### config.mk
export PLATFORM = sky130hd
export DESIGN_NAME = fp16_conv_arbiter_flat
export DESIGN_NICKNAME = d
export VERILOG_FILES = /design/src/rtl/fp16_conv_arbiter_if.sv /design/src/rtl/fp16_conv_arbiter.sv /design/src/flat_wrapper.sv
export SDC_FILE = /design/constraint.sdc
export NUM_CORES = 1
export LEC_CHECK = 0
export CAP_MARGIN = 0
export CORE_MARGIN = 3
export CORE_UTILIZATION = 46
export DETAILED_ROUTE_END_ITERATION = 16
export PLACE_DENSITY = 0.87
export SYNTH_ARGS = -nofsm -noshare
export SYNTH_HDL_FRONTEND = slang
export SYNTH_SLANG_ARGS = --single-unit
### constraint.sdc
create_clock -name clk -period 3.9 [get_ports clk]
set_clock_uncertainty 0.1 [all_clocks]
set_input_delay 0.975 -clock clk [delete_from_list [all_inputs] [get_ports clk]]
set_output_delay 0.975 -clock clk [all_outputs]
set_load 0.01 [all_outputs]
### src/rtl/fp16_conv_arbiter_if.sv
// Request/response and converter-side signal bundle for fp16_conv_arbiter.
// The slave modport is the arbiter's view; master is the environment's view.
interface fp16_conv_arbiter_if #(
    parameter int N_REQ = 4
);
    logic [N_REQ-1:0]    req_valid;
    logic [16*N_REQ-1:0] req_data;
    logic [N_REQ-1:0]    req_ready;
    logic [N_REQ-1:0]    rsp_valid;
    logic [15:0]         rsp_data;
    logic                rsp_error;
    logic                rsp_timeout;
    logic                busy;
    logic [15:0]         conv_data_in;
    logic                conv_ri;
    logic                conv_reset;
    logic [15:0]         conv_data_out;
    logic                conv_ro;
    logic                conv_error;

    modport slave (
        input  req_valid, req_data, conv_data_out, conv_ro, conv_error,
        output req_ready, rsp_valid, rsp_data, rsp_error, rsp_timeout, busy,
               conv_data_in, conv_ri, conv_reset
    );

    modport master (
        output req_valid, req_data, conv_data_out, conv_ro, conv_error,
        input  req_ready, rsp_valid, rsp_data, rsp_error, rsp_timeout, busy,
               conv_data_in, conv_ri, conv_reset
    );
endinterface

### src/rtl/fp16_conv_arbiter.sv
// Round-robin sharing of one int16-to-FP16 converter between N_REQ requesters,
// with a completion timeout that recovers the converter through a reset pulse.
module fp16_conv_arbiter #(
    parameter int N_REQ   = 4,
    parameter int TIMEOUT = 15
) (
    input  logic               clk,
    input  logic               reset,
    fp16_conv_arbiter_if.slave bus
);
    localparam int IW = $clog2(N_REQ);

    typedef enum logic [2:0] {FLUSH, IDLE, ISSUE, WAIT, DONE} state_t;

    state_t           state, state_d;
    logic [1:0]       fcnt, fcnt_d;
    logic             issue_ph, issue_ph_d;
    logic [7:0]       tcnt, tcnt_d;
    logic [IW-1:0]    ptr, ptr_d;
    logic [IW-1:0]    sel, sel_d;
    logic             to_flag, to_flag_d;

    logic [N_REQ-1:0] req_ready_q, req_ready_d;
    logic [N_REQ-1:0] rsp_valid_q, rsp_valid_d;
    logic [15:0]      rsp_data_q, rsp_data_d;
    logic             rsp_error_q, rsp_error_d;
    logic             rsp_timeout_q, rsp_timeout_d;
    logic             busy_q, busy_d;
    logic [15:0]      conv_din_q, conv_din_d;
    logic             conv_ri_q, conv_ri_d;
    logic             conv_reset_q, conv_reset_d;

    logic             grant_hit;
    logic [IW-1:0]    grant_idx;

    function automatic logic [IW-1:0] rr_index(input logic [IW-1:0] p, input int unsigned off);
        int unsigned s;
        s = 32'(p) + off;
        if (s >= unsigned'(N_REQ)) s = s - unsigned'(N_REQ);
        return IW'(s);
    endfunction

    always_comb begin
        grant_hit = 1'b0;
        grant_idx = '0;
        for (int unsigned i = 0; i < unsigned'(N_REQ); i++) begin
            if (!grant_hit && bus.req_valid[rr_index(ptr, i)]) begin
                grant_hit = 1'b1;
                grant_idx = rr_index(ptr, i);
            end
        end
    end

    always_comb begin
        state_d       = state;
        fcnt_d        = fcnt;
        issue_ph_d    = issue_ph;
        tcnt_d        = tcnt;
        ptr_d         = ptr;
        sel_d         = sel;
        to_flag_d     = to_flag;
        req_ready_d   = '0;
        rsp_valid_d   = '0;
        rsp_data_d    = rsp_data_q;
        rsp_error_d   = rsp_error_q;
        rsp_timeout_d = rsp_timeout_q;
        conv_din_d    = conv_din_q;
        conv_ri_d     = 1'b0;
        conv_reset_d  = 1'b0;

        case (state)
            FLUSH: begin
                conv_reset_d = (fcnt == 2'd0);
                if (fcnt == 2'd2) begin
                    fcnt_d  = '0;
                    state_d = IDLE;
                end else begin
                    fcnt_d = fcnt + 2'd1;
                end
            end
            IDLE: begin
                if (grant_hit) begin
                    req_ready_d = N_REQ'(1) << grant_idx;
                    conv_din_d  = bus.req_data[16*grant_idx +: 16];
                    sel_d       = grant_idx;
                    ptr_d       = (grant_idx == IW'(N_REQ - 1)) ? '0 : grant_idx + 1'b1;
                    tcnt_d      = '0;
                    issue_ph_d  = 1'b0;
                    state_d     = ISSUE;
                end
            end
            ISSUE: begin
                // Registered strobe: the second ri cycle is already seen as WAIT,
                // so a completion during it is accepted there.
                conv_ri_d  = 1'b1;
                tcnt_d     = tcnt + 8'd1;
                issue_ph_d = 1'b1;
                if (issue_ph) state_d = WAIT;
            end
            WAIT: begin
                tcnt_d = tcnt + 8'd1;
                if (bus.conv_error || bus.conv_ro || tcnt == 8'(TIMEOUT)) begin
                    rsp_valid_d   = N_REQ'(1) << sel;
                    state_d       = DONE;
                    rsp_timeout_d = 1'b0;
                    to_flag_d     = 1'b0;
                    if (bus.conv_error) begin
                        rsp_error_d = 1'b1;
                        rsp_data_d  = '0;
                    end else if (bus.conv_ro) begin
                        rsp_error_d = 1'b0;
                        rsp_data_d  = bus.conv_data_out;
                    end else begin
                        rsp_error_d   = 1'b1;
                        rsp_timeout_d = 1'b1;
                        rsp_data_d    = '0;
                        to_flag_d     = 1'b1;
                    end
                end
            end
            DONE: begin
                fcnt_d  = '0;
                state_d = to_flag ? FLUSH : IDLE;
            end
            default: state_d = FLUSH;
        endcase

        busy_d = (state_d != IDLE);
    end

    always_ff @(posedge clk or posedge reset) begin
        if (reset) begin
            state         <= FLUSH;
            fcnt          <= '0;
            issue_ph      <= 1'b0;
            tcnt          <= '0;
            ptr           <= '0;
            sel           <= '0;
            to_flag       <= 1'b0;
            req_ready_q   <= '0;
            rsp_valid_q   <= '0;
            rsp_data_q    <= '0;
            rsp_error_q   <= 1'b0;
            rsp_timeout_q <= 1'b0;
            busy_q        <= 1'b0;
            conv_din_q    <= '0;
            conv_ri_q     <= 1'b0;
            conv_reset_q  <= 1'b0;
        end else begin
            state         <= state_d;
            fcnt          <= fcnt_d;
            issue_ph      <= issue_ph_d;
            tcnt          <= tcnt_d;
            ptr           <= ptr_d;
            sel           <= sel_d;
            to_flag       <= to_flag_d;
            req_ready_q   <= req_ready_d;
            rsp_valid_q   <= rsp_valid_d;
            rsp_data_q    <= rsp_data_d;
            rsp_error_q   <= rsp_error_d;
            rsp_timeout_q <= rsp_timeout_d;
            busy_q        <= busy_d;
            conv_din_q    <= conv_din_d;
            conv_ri_q     <= conv_ri_d;
            conv_reset_q  <= conv_reset_d;
        end
    end

    assign bus.req_ready    = req_ready_q;
    assign bus.rsp_valid    = rsp_valid_q;
    assign bus.rsp_data     = rsp_data_q;
    assign bus.rsp_error    = rsp_error_q;
    assign bus.rsp_timeout  = rsp_timeout_q;
    assign bus.busy         = busy_q;
    assign bus.conv_data_in = conv_din_q;
    assign bus.conv_ri      = conv_ri_q;
    assign bus.conv_reset   = conv_reset_q;
endmodule

### src/flat_wrapper.sv
// flat-port wrapper written by rule: the top's interface ports become plain ports
module fp16_conv_arbiter_flat 
#(
    parameter int N_REQ   = 4,
    parameter int TIMEOUT = 15
)
  (clk, reset, bus_req_valid, bus_req_data, bus_conv_data_out, bus_conv_ro, bus_conv_error, bus_req_ready, bus_rsp_valid, bus_rsp_data, bus_rsp_error, bus_rsp_timeout, bus_busy, bus_conv_data_in, bus_conv_ri, bus_conv_reset);
  fp16_conv_arbiter_if #(.N_REQ(N_REQ)) bus_i ();
  input  logic clk;
  input  logic reset;
  input wire logic [$bits(bus_i.req_valid)-1:0] bus_req_valid;
  input wire logic [$bits(bus_i.req_data)-1:0] bus_req_data;
  input wire logic [$bits(bus_i.conv_data_out)-1:0] bus_conv_data_out;
  input wire logic [$bits(bus_i.conv_ro)-1:0] bus_conv_ro;
  input wire logic [$bits(bus_i.conv_error)-1:0] bus_conv_error;
  output wire logic [$bits(bus_i.req_ready)-1:0] bus_req_ready;
  output wire logic [$bits(bus_i.rsp_valid)-1:0] bus_rsp_valid;
  output wire logic [$bits(bus_i.rsp_data)-1:0] bus_rsp_data;
  output wire logic [$bits(bus_i.rsp_error)-1:0] bus_rsp_error;
  output wire logic [$bits(bus_i.rsp_timeout)-1:0] bus_rsp_timeout;
  output wire logic [$bits(bus_i.busy)-1:0] bus_busy;
  output wire logic [$bits(bus_i.conv_data_in)-1:0] bus_conv_data_in;
  output wire logic [$bits(bus_i.conv_ri)-1:0] bus_conv_ri;
  output wire logic [$bits(bus_i.conv_reset)-1:0] bus_conv_reset;
  assign bus_i.req_valid = bus_req_valid;
  assign bus_i.req_data = bus_req_data;
  assign bus_i.conv_data_out = bus_conv_data_out;
  assign bus_i.conv_ro = bus_conv_ro;
  assign bus_i.conv_error = bus_conv_error;
  assign bus_req_ready = bus_i.req_ready;
  assign bus_rsp_valid = bus_i.rsp_valid;
  assign bus_rsp_data = bus_i.rsp_data;
  assign bus_rsp_error = bus_i.rsp_error;
  assign bus_rsp_timeout = bus_i.rsp_timeout;
  assign bus_busy = bus_i.busy;
  assign bus_conv_data_in = bus_i.conv_data_in;
  assign bus_conv_ri = bus_i.conv_ri;
  assign bus_conv_reset = bus_i.conv_reset;
  fp16_conv_arbiter #(.N_REQ(N_REQ), .TIMEOUT(TIMEOUT)) u_core (.clk(clk), .reset(reset), .bus(bus_i));
endmodule
==> impl_metrics.py <==
metrics = {
    "floorplan": {
        "num_rows": 29,
        "floorplan.core_area_sq_um": 6490,
        "die_area_sq_um": 7850,
        "fp.dieW_um": 88.6,
        "dieHeight_um": 88.6,
        "initial_utilization_pct": 48.4,
        "ios": 133,
    },
    "power_and_ir_drop": {
        "power.total_mw": 3.09,
        "power_leakage_nw": 2.01,
        "p_per_area_nw_per_um2": 657,
        "irDropWorstVdd_uv": 272,
    },
    "drt": {
        "drt-vias-per-instance": 5.61,
        "drc_errors": 0,
        "drtPass1Iterations": 4,
        "totalWireLength_um": 8420,
        "post_drt_wl_per_cell_um": 16.2,
        "detailroute.via_count": 2910,
        "ant_nets": 0,
        "drtIter0Drc": 170,
    },
    "yosys": {
        "synthArstFlopShare_pct": 100,
        "top_cells_by_area_synth": "dfrtp_1 (50%), mux2i_1 (5.4%), o21ai_0 (4.8%)",
        "syn_area_per_cell_sq_um": 10.2,
        "post_synth_top_area_cell": "dfrtp_1",
        "synth-edff-count": 0,
        "seq_area_frac_synth_pct": 50.2,
        "yosys_warnings": 0,
        "post-synth-top-area-fraction_pct": 50.2,
        "synthesized_netlist_cell_count": 307,
        "synth_area_sq_um": 3140,
        "net_count_synth": 400,
        "postSynth.topFlopCell": "dfrtp_1",
        "count_of_state_elements_after_synthesis": 63,
        "synthDistinctLibCells": 44,
        "synth_commonest_cells": "dfrtp_1 (63), nand2_1 (34), o21ai_0 (30)",
        "yosysMostFrequentCell": "dfrtp_1",
    },
    "finish": {
        "regArea_sq_um": 1580,
        "postLayoutCoreUtil_pct": 72.3,
        "insertedDiodeCount": 0,
        "filler_cell_count": 490,
        "final_net_count": 530,
        "total_area_of_multi_input_combinational_cells_sq_um": 1430,
        "syn_to_final_growth_pct": 49.5,
        "layout-drive-gt1-share_pct": 7.47,
    },
    "setup_path": {
        "worst-endpoint-required_ps": 4030,
        "crit-reg2reg-launch": "u_core.state[1]",
        "crit_path_top_delay_cell": "clkdlybuf4s50_1",
        "crit_path_start_kind": "primary input",
        "cpLargestDelayFamily": "compound AO/OA/AOI/OAI gates",
        "worst_r2r_path_depth": 4,
        "setup.worst_path.class": "in -> reg",
        "critical_register_to_register_path_endpoint": "u_core.bus.rsp_data[9]",
        "critPathCaptureType": "register",
        "worstPathCellList": "clkdlybuf4s50_1, inv_1, o2bb2a_1, nand2_1, o211ai_1",
        "max_stage_delay_ps": 650,
        "crit_buf_inv": 2,
        "timing.critical_path.arrival_ps": 3100,
        "reg2reg_slack_ps": 1350,
        "critical_path_peak_fanout": 17,
    },
    "outcome": {
        "status": "finished, final reports clean",
    },
    "clock_network": {
        "postCtsSetupBuffers": 0,
        "clockRootBuffer": "clkbuf_8",
        "clock_sinks": 63,
        "ctsHoldBuffers": 0,
        "clk_latency_worst_skew_pair_ps": 320,
        "post_cts_resized": 0,
        "cts_htree_levels": 3,
        "tritoncts": "done",
        "clk_pin_slew_worst_paths_ps": 70,
        "numCtsBuffers": 9,
        "cts_max_path_buffers": 2,
    },
    "place": {
        "routabilityCongestion": 0.903,
        "hpwl_um": 6220,
        "port_buffers": 132,
    },
    "global_route": {
        "vias_in_the_first_global_route": 2944,
        "top_usage_layer": "met2",
        "grtUsageTotal_pct": 22.4,
        "grt.overflow.total": 0,
        "global_route.usage.met2_pct": 37.1,
        "antenna_violations_before_repair": 0,
        "globalRouteMet3Util_pct": 5.87,
        "globalRouteMet1Util_pct": 28.1,
        "grt_first_pass_wirelength_um": 13800,
        "maximum_number_of_pins_on_one_net_before_global_route_repair": 30,
    },
    "hold_path": {
        "hold-path-cell-count": 1,
        "worstHoldPathType": "reg -> reg",
        "hold_path_end": "u_core.issue_ph",
        "min-delay-start": "u_core.issue_ph",
    },
    "timing": {
        "slew_viol_final": 0,
        "timing.final.crit_share_pct": 76.1,
        "setup_violations": 0,
        "timing_hold_violations_final": 0,
        "timing.max_slew.rel_slack_pct": 29.7,
        "worstMarginPinSlew_ps": 1050,
        "fin_tns_setup_ps": 0,
        "grt_setup_unrepaired": "false",
        "finalCriticalPeriod_ps": 2970,
        "fmax_mhz": 337,
    },
    "job": {
        "cap_violations": 0,
    },
}
## how the worst max path moves through the flow
stage / from / to / slack, ps / cells past startpoint
after floorplan: reset / u_core.bus.busy / 1260 / 1
after global placement: bus_req_valid[3] / u_core.bus.conv_data_in[2] / 740 / 5
after detailed placement: bus_req_valid[3] / u_core.bus.conv_data_in[9] / 600 / 5
after CTS: bus_req_valid[3] / u_core.bus.conv_data_in[15] / 960 / 5
after global routing: bus_req_valid[1] / u_core.bus.conv_data_in[7] / 730 / 6
final: bus_req_valid[3] / u_core.bus.conv_data_in[0] / 930 / 5
## through the flow
| step | instances | setup slack, ps | hold WS, ps | cell area, sq um |
|---|---|---|---|---|
| after global placement | 503 | 745 | 360 | 4500 |
| final | 519 | 933 | 382 | 4690 |
| after floorplan | 307 | 1260 | 346 | 3140 |
| after detailed placement | 503 | 597 | 370 | 4500 |
| after CTS | 519 | 957 | 386 | 4690 |
| after global routing | 519 | 729 | 405 | 4690 |
## flip-flops by register name (all words and copies together), names as in the netlist
signal / flops
u_core.sel: 2
u_core.bus.busy: 1
u_core.bus.rsp_error: 1
u_core.ptr: 2
u_core.state: 3
u_core.bus.conv_data_in: 16
u_core.bus.conv_ri: 1
u_core.tcnt: 8
u_core.bus.rsp_data: 16
u_core.fcnt: 2
u_core.bus.rsp_timeout: 1
u_core.issue_ph: 1
u_core.bus.conv_reset: 1
u_core.bus.rsp_valid: 4
u_core.bus.req_ready: 4
## kinds of logic after synthesis
family | count (synthesis) | share of synthesized area [%]
buffers and inverters | 25 | 4.14
AOI/OAI and AO/OA | 103 | 23.3
DFF | 63 | 50.2
muxes | 17 | 5.42
and+or+nand+nor | 94 | 15.0
adders and majority gates | 5 | 1.99
## layer usage
metal  share of wire (%)  vias up
li1                    -     1388
met4                 2.0        0
met5                   0        -
met3                 7.8       15
met2                  51      122
met1                  40     1385
## cell usage in the layout, fill, tap and decap left out, types with 2 or more instances in the layout
cell type        instances
a211o_1                 16
a21o_1                   4
a21oi_1                  7
a22o_1                  17
a31oi_1                  3
and2_1                   4
and3_1                   4
buf_4                    5
clkbuf_8                 9
clkdlybuf4s50_1        132
clkinvlp_4               4
dfrtp_1                 63
ha_1                     5
inv_1                    4
inv_2                    2
mux2i_1                 17
nand2_1                 34
nand2b_1                 4
nand3_1                 17
nor2_1                  13
nor2b_1                  2
nor3_1                   2
nor3_2                   2
nor4_1                   3
o211ai_1                16
o21ai_0                 30
o21ai_1                  2
or2_2                    2
## report_power, final
part           switching (mW)  internal (mW)
logic                   0.684          0.749
clock network           0.258          0.294
registers               0.187          0.914
total                    1.13           1.96
## cell type report
class	count	share of cell area [%]
Inverter	7	0.666
Tap cell	77	2.05
Timing Repair Buffer	137	28.9
Clock inverter	7	1.57
Sequential cell	63	33.6
Multi-Input combinational cell	219	30.5
Clock buffer	9	2.64
Power figures use the tool's default switching activity.
==> RTL change 1, RTL diff (same flow settings) <==
`N_REQ` is set to 4 in 3 places; all go to 8.
--- a/src/rtl/fp16_conv_arbiter_if.sv
+++ b/src/rtl/fp16_conv_arbiter_if.sv
@@ -3,3 +3,3 @@
 interface fp16_conv_arbiter_if #(
-    parameter int N_REQ = 4
+    parameter int N_REQ = 8
 );
--- a/src/rtl/fp16_conv_arbiter.sv
+++ b/src/rtl/fp16_conv_arbiter.sv
@@ -3,3 +3,3 @@
 module fp16_conv_arbiter #(
-    parameter int N_REQ   = 4,
+    parameter int N_REQ   = 8,
     parameter int TIMEOUT = 15
--- a/src/flat_wrapper.sv
+++ b/src/flat_wrapper.sv
@@ -3,3 +3,3 @@
 #(
-    parameter int N_REQ   = 4,
+    parameter int N_REQ   = 8,
     parameter int TIMEOUT = 15
Interface: changed (resized bus_req_data, bus_req_ready, bus_req_valid and bus_rsp_valid); port bits go from 133 to 209. No check against the original RTL was run, so the function may have changed too.
==> RTL change 1 against the original RTL <==
Largest cell class is now multi-input gates. Via count grew 84%. Synthesized area grew 63%. Total power grew 140%. Cell count grew 71%. Critical path depth grew 8. Synthesized cell count grew 72%. Sequential power grew 11%. Setup slack lost 0.75 ns. Critical path type is now reg -> reg. Sequential cell count grew 10. Final area grew 66%. Global-route usage grew 5.1 points. Wire length grew 100%.
==> RTL change 1: results (changes against the original RTL) <==
GP Congestion=0.896 (-0.82%); hold path depth=1 (unchanged); yosys warns=0 (unchanged); Reg2Reg Setup Slack=0.19 ns (-1.16 ns); WL per Instance=19.3 um (+19%); reg2reg path depth=13 (+9); Antenna Diode Count=0 (unchanged); Max VDD drop=0.000579 V (+110%); FFs w/ async S/R, synth=100% (unchanged); first-pass detailed-route iteration total=5 (+1); leakage power=3.27 nW (+63%); Global Route Usage Sum=27.5% (+5.1 points); H-tree levels=3 (unchanged); status=completed; Worst EP arrival=3.84 ns (+0.74 ns); switching power=3.49 mW (+210%); Crit Path Class=reg -> reg; net count after synthesis=693 (+73%); top cells by count, synth=dfrtp_1, nor2_1, inv_1; first-pass GRT wire length=28000 um (+100%); share of cells above drive strength 1=13.0% (+5.6 points); CTS root buf=clkbuf_8; top cells by area, synth=dfrtp_1, mux2_1, mux4_2, o2111ai_1, o221ai_1; Max-slew headroom=33.9% (+4.2 points); register area share after synthesis=35.8% (-14 points); vias post-DR=5367 (+84%); clk slew on worst S/H paths=~0.080 ns; WHS Endpoint=u_core.bus.rsp_data[8]; Post-synth top flop=dfrtp_1; vias in the first global route=5593 (+90%); initial DRC count=361 (+110%); largest net degree at the start of global routing=38 (+27%); clk buf depth=2 (unchanged); HPWL Detailed=13500 um (+120%); drt total wl=17100 um (+100%); Hold Startpoint=u_core.bus.rsp_data[8]; Fin Setup TNS=0 ns (unchanged); antenna violations before repair=0 (unchanged); total placed cells including tap cells=870 (+73%); Avg Inst Size Synth=9.67 um^2 (-5.4%); r2r endpoint=u_core.bus.conv_data_in[13]; Distinct cells, synth=61 (+39%); clock latency on the worst-skew pair=0.35 ns (+0.03 ns); Layout Nets=911 (+72%); Hold WC Path Type=reg -> reg; CTS Buf Count=9 (unchanged); Port Buffers=208 (+58%); most instantiated library cell after synthesis=dfrtp_1; worst-path fanout max=24 (+7); worst r2r src=u_core.ptr[1]
-- RTL change 1: cell type report --
class	instances	area (um^2)
clock buffers	9	124
clock inverters	7	61.3
fillers	770	2770
inverters	42	158
multi-input cells	365	2930
flip-flops and latches	73	1830
well taps	136	170
repair buffers	255	2520
-- RTL change 1: critical path, stage by stage (launching register included) --
cell and delay [ns]:
dfrtp_1 0.35, inv_1 0.10, ha_2 0.43, buf_4 0.20
mux2i_1 0.31, mux4_2 0.30, a22oi_1 0.09, or4_1 0.55
o211ai_2 0.12, inv_2 0.10, buf_12 0.17, mux2_1 0.34
o211ai_1 0.30, a31oi_1 0.12
-- RTL change 1: per-layer routing --
layer  share of wire, %  global-route usage, %  vias to the layer above
li1                   -                      -                     2470
met1                 40                   34.3                     2597
met2                 52                   49.6                      273
met3                6.7                   4.13                       27
met4                1.7                   7.70                        0
met5                  0                      0                        -
-- RTL change 1: power by group through the flow --
stage / registers [mW] / logic, mW / clock network (mW)
finish: 1.22 / 5.69 / 0.559
detailed placement: 1.23 / 5.63 / 0
global route: 1.26 / 6.19 / 0.608
floorplan: 1.27 / 3.60 / 0
global placement: 1.22 / 5.53 / 0
CTS: 1.22 / 5.66 / 0.570
-- RTL change 1: what timing repair did --
action	in CTS	in global routing
endpoints found under the setup margin	0	15
hold buffers	0	0
resized for setup	0	9
setup buffers	0	1
-- RTL change 1: worst max path at each step --
stage / end / slack (ns)
2_1_floorplan: u_core.bus.conv_data_in[1] / 0.05
3_3_place_gp: u_core.bus.conv_data_in[13] / -0.25
3_5_place_dp: u_core.bus.conv_data_in[13] / -0.34
4_1_cts: u_core.bus.conv_data_in[13] / 0.02
5_1_grt: u_core.bus.conv_data_in[13] / -0.01
6_report: u_core.bus.conv_data_in[13] / 0.19
-- RTL change 1: metrics by stage --
stage	hold WS (ns)	worst slack, ns	area [um^2]	utilization (%)
3_5_place_dp	0.392	-0.343	7570	71.8
2_1_floorplan	0.352	0.0460	5120	-
5_1_grt	0.434	-0.0124	7790	73.8
3_3_place_gp	0.383	-0.251	7570	71.8
4_1_cts	0.406	0.0164	7760	73.5
6_report	0.411	0.186	7790	73.8
-- RTL change 1: cells by family (layout without fill, tap and decap cells) --
group	count (synthesis)	after routing	synth area share [%]
simple gates	108	108	10.1
fa+ha+maj	9	9	2.20
compound gates	182	182	27.2
mux	62	62	16.5
buf+inv	90	313	7.62
xor+xnor	4	4	0.686
flops	73	73	35.8
==> RTL change 2, RTL diff (same settings) <==
Without the edit above. Make the reset (`reset`) synchronous in one clocked block.
--- a/src/rtl/fp16_conv_arbiter.sv
+++ b/src/rtl/fp16_conv_arbiter.sv
@@ -130,3 +130,3 @@
 
-    always_ff @(posedge clk or posedge reset) begin
+    always_ff @(posedge clk) begin
         if (reset) begin
Formal check against the unedited RTL: differs if reset is asserted again (counterexample within 4 cycles, from zero or initial values and one cycle with reset high); with reset held inactive, the same outputs for 10 cycles.
==> RTL change 2 against the original RTL <==
Count of clock-buffer cells in the layout is 2 higher. Global-route usage is 1.9 points higher. Sequential cell count stayed put. Synthesized cell count is 0.33% higher. Sequential share of layout area is 5.3 points lower. Via count is 2.3% lower. Register-to-register slack worse by 0.27 ns. Final area is 5.0% lower. Wire length is 3.7% higher. Setup slack worse by 0.014 ns. Synthesized area is 6.3% lower. Highest routed layer unchanged.
Power is not compared: it rests on default switching activity, and its combinational part moved more than twofold at a synthesized area within 25%.
==> RTL change 2: results (changes against the original RTL) <==
status=completed; Avg Inst Size Synth=9.55 um^2 (-6.6%); CTS Buf Count=9 (unchanged); FFs w/ async S/R, synth=0% (-100 points); HPWL Detailed=6540 um (+5.0%); CTS root buf=clkbuf_8; post-place setup slack=0.566 ns (-0.0307 ns); CP max-delay cell=nor4_1; Worst EP arrival=3.13 ns (+0.03 ns); Post-CTS Setup Bufs=0 (unchanged); Antenna Diode Count=0 (unchanged); WL met2=4620 um (+8.5%); register area share after synthesis=42.9% (-7.3 points); largest stage delay on the critical path=0.70 ns (+0.05 ns); Port Buffers=132 (unchanged); top cells by count, synth=dfxtp_1, nor2_1, mux2i_1; antenna violations before repair=0 (unchanged); worst-path fanout max=17 (unchanged); vias post-DR=2844 (-2.3%); met1 WL=3470 um (+4.1%); net count after synthesis=397 (-0.75%); dpl cell area=4280 um^2 (-4.7%); Hold WC Path Type=reg -> reg; largest net degree at the start of global routing=43 (+43%); first-pass GRT wire length=14300 um (+3.1%); Max-slew headroom=27.9% (-1.8 points); WL per Instance=17.0 um (+4.7%); Global Route Usage Sum=24.3% (+1.9 points); # resized after CTS=0 (unchanged); Max VDD drop=0.000284 V; yosys warns=0 (unchanged); leakage power=roughly 1.6 nW; Layout Nets=523 (-1.3%); vias in the first global route=2958 (+0.48%); initial DRC count=193 (+14%); ANT nets after route=0 (unchanged); non-filler cells in the finished layout=514 (-0.96%); clk buf depth=2 (unchanged); share of cells above drive strength 1=9.11% (+1.6 points); GP Congestion=0.784 (-13%); Top Family by Delay on Critical Path=simple AND/OR/NAND/NOR gates; total placed cells including tap cells=498 (-0.99%); top cells by area, synth=dfxtp_1, mux2i_1, nor2_1, a22oi_1, o221ai_2; met3 wire len=407 um (-38%); clk slew on worst S/H paths=0.07 ns (about the same); clock latency on the worst-skew pair=0.33 ns; first-pass detailed-route iteration total=4 (unchanged); H-tree levels=3 (unchanged); uppermost routed layer=met4; Distinct cells, synth=52 (+18%)
==> RTL change 2: worst min-delay path, delay by kind of cell, from the launching register on <==
family	cells	cell delay, ns
flip-flops	1	0.31
buffers and inverters	1	0.05
AO/OA/AOI/OAI	1	0.05
==> RTL change 2: logic make-up after synthesis <==
| kind of cell | after synthesis | synth area share, % |
|---|---|---|
| AOI/OAI and AO/OA | 79 | 21.6 |
| xor gates and xnor gates | 1 | 0.298 |
| adders and majority gates | 1 | 0.425 |
| buffers and inverters | 31 | 5.53 |
| DFF | 63 | 42.9 |
| muxes | 35 | 11.9 |
| and+or+nand+nor | 98 | 17.4 |
==> RTL change 2: power by group <==
| group | internal [mW] | switching, mW |
|---|---|---|
| combinational | 0.329 | 0.284 |
| sequential | 0.713 | 0.0695 |
| clock | 0.247 | 0.253 |
| total | 1.29 | 0.606 |
==> RTL change 2: worst paths after layout <==
check | to | startpoint | depth (start not counted) | slack [ns]
setup / recovery | u_core.bus.conv_data_in[12] | bus_req_valid[0] | 6 | 0.92
hold / removal | u_core.bus.rsp_error | u_core.bus.rsp_error | 2 | 0.36
setup reg to reg | u_core.bus.rsp_data[5] | u_core.state[1] | 5 | 1.08
hold reg to reg | u_core.bus.rsp_error | u_core.bus.rsp_error | 2 | 0.36
==> RTL change 2: layout make-up <==
cell class	instances	area, um^2
fill	452	1600
multi-input combinational	214	1520
timing repair buffer	138	1380
sequential	63	1260
clock buffer	11	141
tap	75	93.8
clock inverter	5	33.8
inverter	8	30.0
==> RTL change 2: layer usage <==
layer	vias to the layer above	global-route usage [%]
met5	-	0
met4	0	11.1
li1	1383	-
met3	19	6.05
met2	77	41.5
met1	1365	28.5
